**config.mk**
```make
export PLATFORM = sky130hd
export DESIGN_NAME = adc_capture_sched
export DESIGN_NICKNAME = d
export VERILOG_FILES = /design/src/rtl/adc_capture_sched_pkg.sv /design/src/rtl/adc_capture_sched_trig.sv /design/src/rtl/adc_capture_sched.sv
export SDC_FILE = /design/constraint.sdc
export NUM_CORES = 1
export LEC_CHECK = 0
export CAP_MARGIN = 20
export CORE_MARGIN = 2
export CORE_UTILIZATION = 30
export CTS_CLUSTER_SIZE = 40
export DETAILED_ROUTE_END_ITERATION = 8
export HOLD_SLACK_MARGIN = 0.08
export SYNTH_ARGS = -nofsm -noshare
export SYNTH_HDL_FRONTEND = slang
export SYNTH_HIERARCHICAL = 1
export SYNTH_SLANG_ARGS = --single-unit
```
**constraint.sdc**
```tcl
create_clock -name clk -period 3.5 [get_ports clk]
set_input_delay 0.875 -clock clk [delete_from_list [all_inputs] [get_ports clk]]
set_output_delay 0.875 -clock clk [all_outputs]
set_load 0.05 [all_outputs]
```
**src/rtl/adc_capture_sched_pkg.sv**
```systemverilog
// rtl/adc_capture_sched_pkg.sv - shared state encoding, control-word layout and defaults for adc_capture_sched
package adc_capture_sched_pkg;

    // FSM state encoding; values are visible on state_o for debug.
    localparam logic [2:0] ST_IDLE  = 3'd0;
    localparam logic [2:0] ST_ARMED = 3'd1;
    localparam logic [2:0] ST_HDR0  = 3'd2;
    localparam logic [2:0] ST_HDR1  = 3'd3;
    localparam logic [2:0] ST_CAPT  = 3'd4;
    localparam logic [2:0] ST_TRAIL = 3'd5;
    localparam logic [2:0] ST_DONE  = 3'd6;

    // Bit positions inside the 32-bit control word from the fiber RX path.
    localparam int CFG_ENABLE_BIT  = 0;
    localparam int CFG_CONT_BIT    = 1;
    localparam int CFG_FORCE_BIT   = 2;
    localparam int CFG_CLR_OVF_BIT = 3;
    localparam int CFG_THR_LSB     = 8;
    localparam int CFG_LEN_LSB     = 16;

    // First word of every frame unless the top overrides it.
    localparam logic [15:0] HDR_WORD_DEFAULT = 16'hA55A;

    typedef struct packed {
        logic        enable;
        logic        continuous;
        logic        force_trig;
        logic        clr_ovf;
        logic [7:0]  threshold;
        logic [15:0] length;
    } cfg_t;

    function automatic cfg_t decode_cfg(input logic [31:0] w);
        cfg_t c;
        c.enable     = w[CFG_ENABLE_BIT];
        c.continuous = w[CFG_CONT_BIT];
        c.force_trig = w[CFG_FORCE_BIT];
        c.clr_ovf    = w[CFG_CLR_OVF_BIT];
        c.threshold  = w[CFG_THR_LSB +: 8];
        c.length     = w[CFG_LEN_LSB +: 16];
        return c;
    endfunction

endpackage

```
**src/rtl/adc_capture_sched_trig.sv**
```systemverilog
// rtl/adc_capture_sched_trig.sv - adc_trig_detect: rising threshold-crossing and forced trigger detector
module adc_trig_detect (
    input  logic       clk,
    input  logic       rst,
    input  logic       armed,
    input  logic       smp_valid,
    input  logic [7:0] smp_a,
    input  logic [7:0] threshold,
    input  logic       force_set,
    input  logic       clr_pending,
    input  logic       reload_prev,
    output logic       trig
);

    logic [7:0] prev_a;
    logic       force_pending;
    logic       crossing;

    assign crossing = (prev_a < threshold) && (smp_a >= threshold);
    assign trig     = armed && smp_valid && (force_pending || crossing);

    // Track the previous data_a while armed; reload to threshold at frame end so a fresh crossing is needed.
    always_ff @(posedge clk or posedge rst) begin
        if (rst) begin
            prev_a <= 8'd0;
        end else if (reload_prev) begin
            prev_a <= threshold;
        end else if (armed && smp_valid) begin
            prev_a <= smp_a;
        end
    end

    // Hold a forced trigger request until it fires on the next armed sample or the capture is aborted.
    always_ff @(posedge clk or posedge rst) begin
        if (rst) begin
            force_pending <= 1'b0;
        end else if (trig || clr_pending) begin
            force_pending <= 1'b0;
        end else if (force_set) begin
            force_pending <= 1'b1;
        end
    end

endmodule

```
**src/rtl/adc_capture_sched.sv**
```systemverilog
// rtl/adc_capture_sched.sv - framed ADC burst capture into the fiber TX FIFO; FRAME_CKSUM_EN adds a sum trailer
module adc_capture_sched
    import adc_capture_sched_pkg::*;
#(
    parameter logic [15:0] HDR_WORD = HDR_WORD_DEFAULT,
    parameter int          LEN_W    = 16
) (
    input  logic        clk,
    input  logic        rst,
    input  logic        cfg_valid,
    input  logic [31:0] cfg_word,
    input  logic        smp_valid,
    input  logic [15:0] smp_data,
    input  logic        fifo_almost_full,
    output logic        fifo_wr_en,
    output logic [15:0] fifo_wr_data,
    output logic        busy,
    output logic [15:0] frame_cnt,
    output logic        ovf,
    output logic [2:0]  state_o
);

    cfg_t             cfg;
    logic             cfg_en;
    logic             cfg_abort;
    logic             cfg_unused;

    logic [2:0]       state;
    logic [2:0]       state_nxt;
    logic             wr_en_nxt;
    logic [15:0]      wr_data_nxt;
    logic             smp_take;
    logic             smp_write;
    logic             drop;
    logic             load_remaining;

    logic [7:0]       thr_q;
    logic [LEN_W-1:0] len_q;
    logic [LEN_W-1:0] remaining;
    logic             cont_q;
    logic             trig;

`ifdef FRAME_CKSUM_EN
    logic [15:0]      cksum;
`endif

    assign cfg        = decode_cfg(cfg_word);
    assign cfg_en     = cfg_valid && cfg.enable;
    assign cfg_abort  = cfg_valid && !cfg.enable;
    assign cfg_unused = ^cfg_word[7:4];
    assign state_o    = state;

    adc_trig_detect u_trig (
        .clk         (clk),
        .rst         (rst),
        .armed       (state == ST_ARMED),
        .smp_valid   (smp_valid),
        .smp_a       (smp_data[15:8]),
        .threshold   (thr_q),
        .force_set   (cfg_en && cfg.force_trig && ((state == ST_IDLE) || (state == ST_ARMED))),
        .clr_pending (cfg_abort),
        .reload_prev (state == ST_DONE),
        .trig        (trig)
    );

    // Next state and the write to issue this cycle; an abort suppresses everything.
    always_comb begin
        state_nxt      = state;
        wr_en_nxt      = 1'b0;
        wr_data_nxt    = HDR_WORD;
        smp_take       = 1'b0;
        smp_write      = 1'b0;
        drop           = 1'b0;
        load_remaining = 1'b0;
        if (cfg_abort) begin
            state_nxt = ST_IDLE;
        end else begin
            case (state)
                ST_IDLE: begin
                    if (cfg_en) begin
                        state_nxt = ST_ARMED;
                    end
                end
                ST_ARMED: begin
                    if (trig) begin
                        state_nxt = ST_HDR0;
                    end
                end
                ST_HDR0: begin
                    if (!fifo_almost_full) begin
                        wr_en_nxt   = 1'b1;
                        wr_data_nxt = HDR_WORD;
                        state_nxt   = ST_HDR1;
                    end
                end
                ST_HDR1: begin
                    if (!fifo_almost_full) begin
                        wr_en_nxt      = 1'b1;
                        wr_data_nxt    = frame_cnt;
                        load_remaining = 1'b1;
                        state_nxt      = ST_CAPT;
                    end
                end
                ST_CAPT: begin
                    if (smp_valid) begin
                        smp_take = 1'b1;
                        if (!fifo_almost_full) begin
                            smp_write   = 1'b1;
                            wr_en_nxt   = 1'b1;
                            wr_data_nxt = smp_data;
                        end else begin
                            drop = 1'b1;
                        end
                        if (remaining == LEN_W'(1)) begin
`ifdef FRAME_CKSUM_EN
                            state_nxt = ST_TRAIL;
`else
                            state_nxt = ST_DONE;
`endif
                        end
                    end
                end
                ST_TRAIL: begin
`ifdef FRAME_CKSUM_EN
                    if (!fifo_almost_full) begin
                        wr_en_nxt   = 1'b1;
                        wr_data_nxt = cksum;
                        state_nxt   = ST_DONE;
                    end
`else
                    state_nxt = ST_IDLE;
`endif
                end
                ST_DONE: begin
                    state_nxt = cont_q ? ST_ARMED : ST_IDLE;
                end
                default: begin
                    state_nxt = ST_IDLE;
                end
            endcase
        end
    end

    // State register plus the registered FIFO write port and busy flag.
    always_ff @(posedge clk or posedge rst) begin
        if (rst) begin
            state        <= ST_IDLE;
            busy         <= 1'b0;
            fifo_wr_en   <= 1'b0;
            fifo_wr_data <= 16'd0;
        end else begin
            state      <= state_nxt;
            busy       <= (state_nxt != ST_IDLE);
            fifo_wr_en <= wr_en_nxt;
            if (wr_en_nxt) begin
                fifo_wr_data <= wr_data_nxt;
            end
        end
    end

    // Latch threshold, length and mode only when starting from IDLE; a zero length means one sample.
    always_ff @(posedge clk or posedge rst) begin
        if (rst) begin
            thr_q  <= 8'd0;
            len_q  <= '0;
            cont_q <= 1'b0;
        end else if ((state == ST_IDLE) && cfg_en) begin
            thr_q  <= cfg.threshold;
            len_q  <= (cfg.length == 16'd0) ? LEN_W'(1) : LEN_W'(cfg.length);
            cont_q <= cfg.continuous;
        end
    end

    // Sample countdown; counts dropped samples too so the frame stays time-aligned.
    always_ff @(posedge clk or posedge rst) begin
        if (rst) begin
            remaining <= '0;
        end else if (load_remaining) begin
            remaining <= len_q;
        end else if (smp_take) begin
            remaining <= remaining - LEN_W'(1);
        end
    end

    // Completed-frame counter, wrapping naturally at 16 bits.
    always_ff @(posedge clk or posedge rst) begin
        if (rst) begin
            frame_cnt <= 16'd0;
        end else if (state == ST_DONE) begin
            frame_cnt <= frame_cnt + 16'd1;
        end
    end

    // Sticky overflow flag; a drop in the same cycle as a clear keeps it set.
    always_ff @(posedge clk or posedge rst) begin
        if (rst) begin
            ovf <= 1'b0;
        end else if (drop) begin
            ovf <= 1'b1;
        end else if (cfg_valid && cfg.clr_ovf) begin
            ovf <= 1'b0;
        end
    end

`ifdef FRAME_CKSUM_EN
    // Modulo-2^16 sum of the sample words actually written in this frame.
    always_ff @(posedge clk or posedge rst) begin
        if (rst) begin
            cksum <= 16'd0;
        end else if (state == ST_HDR0) begin
            cksum <= 16'd0;
        end else if (smp_write) begin
            cksum <= cksum + smp_data;
        end
    end
`endif

endmodule

```
==> reports/qor.yml <==
layout:
  n_antenna_cell: 0
  final_common_cell: "dfrtp_1"
  final_cell_mix: "88 x dfrtp_1, 86 x clkdlybuf4s50_1, 46 x nand2_1, 32 x nor2_1, 26 x o21ai_0"
  multi_input_area_um2: 2180
  postLayoutCellArea_um2: 5912
  fill_cells: 1424
  num-nets-final: 602
  seq_area_um2: 2202
  drive_above_1_share_pct: 11.38
  syn_to_final_growth_pct: 30.42
sta:
  maxSlewViolCount: 0
  timing.hold.ws_ps: 494.0
  rsz0062_at_grt: "no"
  fin_skew_ps: 4.247
  max_slew_margin_pct: 53.81
  fin_tns_setup_ps: 0
  finalSetupViolCount: 0
  worstMarginPinSlew_ps: 689.1
  finalCritPeriodShare_pct: 81.89
  fin_crit_ps: 2866
  postLayoutSetupSlackWorst_ps: 634.0
  final_hold_viol_count: 0
  fmax_ghz: 0.3489
worst_setup_path:
  cp-startpoint: "smp_data[8]"
  crit_family: "compound AO/OA/AOI/OAI gates"
  r2r_start: "state_o[0]"
  crit_chain: "clkdlybuf4s50_1 -> inv_1 -> ha_1 -> nand2b_1 -> a2111o_1 -> a21oi_1 -> nor4_1 -> o311a_1 -> o22a_1 -> nor2_1"
  start_kind: "input port"
  cp_slowest_cell: "clkdlybuf4s50_1"
  crit_type: "in2reg"
  required_ps: 3780
  path_buf_inv: 2
  critPathMaxStageDelay_ps: 510
  worstPathArrival_ps: 3140
  worstPathMaxFanout: 3
  crit_path_end_kind: "flop"
power:
  clockPowerShare_pct: 22.7
  p_sw_share_pct: 36.69
  worst_ir_drop_vdd_v: 0.0003125
  p_leak_nw: 2.460
  power_frac_seq_pct: 40.5
  power_density_nw_per_um2: 665.0
  combPwrFrac_pct: 36.8
  switching_power_mw: 1.442
  p_int_mw: 2.489
synth:
  dominantRegCellSynth: "dfrtp_1"
  synth-edff-count: 0
  avgSynthCellArea_um2: 10.26
  seq_area_frac_synth_pct: 48.58
  ys_async_sr_fraction_pct: 100.0
  yosys_warnings: 6
  yosysUniqueCellTypes: 63
  synth_area_um2: 4533
  synth_seq_cells: 88
  syn-num-nets: 513
  synthesis.instances: 442
floorplan:
  num_rows: 44
  die_area_um2: 16110
  die_h_um: 126.9
  core_area_um2: 14640
  fp.dieW_um: 126.9
  start_util_pct: 30.96
  io_pins: 91
grt:
  antenna_found_initial: 0
  grt_use_total_pct: 15.29
  gr-total-overflow: 0
  grt_pass1_vias: 3612
  grt_start_max_net_pins: 60
  grt_pass1_wl_um: 19330
placement:
  dp.final_hpwl_um: 8884
  place_ws_ps: 288.2
  dpl_cell_area_um2: 5635
  portBuffers: 86
  gp_congestion: 0.8557
worst_hold_path:
  worst_hold_startpoint: "len_q[1]"
  hold_path.class: "reg2reg"
cts:
  h-tree-depth: 3
  cts_tree: "done"
  clockRootBuffer: "clkbuf_16"
  path_clk_slew_ps: 60
  cts_sinks: 88
  hold_buffers: 0
  post_cts_resized: 0
  worstSkewPairLatency_ps: 340
  postCtsSetupBuffers: 0
  clk_path_buf_depth: 2
  cts_buffers: 9
drt:
  drt_wl_total_um: 11780
  drt_first_pass_iters: 4
  antenna_left: 0
  drc: 0
  wl_per_cell_um: 16.37
  drt_iter0_drc: 210
  vias_per_cell: 5.139
  num_vias: 3700
job:
  cap_violations: 0
run_status:
  status: "completed"
worst register-to-register path: stages, from the launching register on:
cell,delay (ps)
dfrtp_1,570
inv_1,200
nor3_1,350
nand2_2,100
o21bai_1,180
nor4_1,440
nand3_1,130
a211oi_1,320
a31o_2,150
metrics by stage:
stage	total power [mW]	utilization [%]	cells
floorplan	2.609	-	442
global placement	3.002	38.48	704
detailed placement	3.061	38.48	704
CTS	3.985	40.37	720
global route	4.203	40.37	720
finish	3.932	40.37	720
Yosys cell counts, types with 3 or more instances:
cell	n	area share, %
xor2_1	5	0.97
o21ai_1	9	0.99
mux2_2	25	6.2
or4_1	3	0.50
o211ai_1	7	1.2
nand2b_1	3	0.41
and2_1	4	0.55
nor2_1	32	2.6
mux2i_1	8	1.8
and3_1	3	0.41
xnor2_1	10	1.9
a31oi_1	11	1.5
clkbuf_1	10	0.83
o21ai_0	26	2.9
a221o_1	7	1.5
nand2_1	46	3.8
inv_1	23	1.9
buf_2	5	0.55
a21oi_1	8	0.88
dfrtp_1	88	49
ha_1	18	5.0
nor4_1	9	1.2
nand4_1	8	1.1
a22oi_1	8	1.3
nor3_1	10	1.1
nand3_1	11	1.2
cell families after synthesis:
logic type,count (synthesis),share of synthesized area [%]
buffers and inverters,40,3.478
adder cells (fa/ha/maj),18,4.968
XOR/XNOR,15,2.898
multiplexers,33,7.977
AND/OR/NAND/NOR,152,17.53
flip-flops,88,48.58
AO/OA/AOI/OAI,96,14.57
layer usage:
| layer | share of wire [%] | up-vias | GRT usage (%) |
|---|---|---|---|
| li1 | - | 1796 | - |
| met1 | 45 | 1793 | 20.51 |
| met2 | 49 | 105 | 24.54 |
| met3 | 5.9 | 6 | 4.471 |
| met4 | 0.52 | 0 | 3.491 |
| met5 | 0 | - | 0 |
flip-flops by register name, summed over array words and instances (netlist names):
name and count:
fifo_wr_data 16, frame_cnt 16, ovf 1, len_q 16
thr_q 8, remaining 16, u_trig/force_pending 1, busy 1
u_trig/prev_a 8, state_o 3, cont_q 1, fifo_wr_en 1
power by group through the flow:
stage | combinational (mW) | sequential, mW | clock [mW]
6_report | 1.45 | 1.59 | 0.894
4_1_cts | 1.46 | 1.59 | 0.933
3_3_place_gp | 1.41 | 1.59 | 0
3_5_place_dp | 1.45 | 1.61 | 0
5_1_grt | 1.59 | 1.64 | 0.969
2_1_floorplan | 0.887 | 1.72 | 0
cell type report:
class | count | share of cell area (%)
clock buffers | 12 | 4.169
clock inverters | 4 | 0.5079
inverters | 24 | 1.524
multi-input cells | 314 | 36.87
flip-flops and latches | 88 | 37.25
well taps | 184 | 3.894
repair buffers | 94 | 15.79
final timing paths:
kind	cells after the start	to	slack, ps
min in group asynchronous	2	u_trig/force_pending	870
min	2	remaining[1]	490
max in group asynchronous	3	fifo_wr_data[10]	1910
max reg2reg	8	state_o[1]	1010
max	10	state_o[0]	630
min reg2reg	2	remaining[1]	490
No activity file was read; power rests on OpenSTA's default activity.
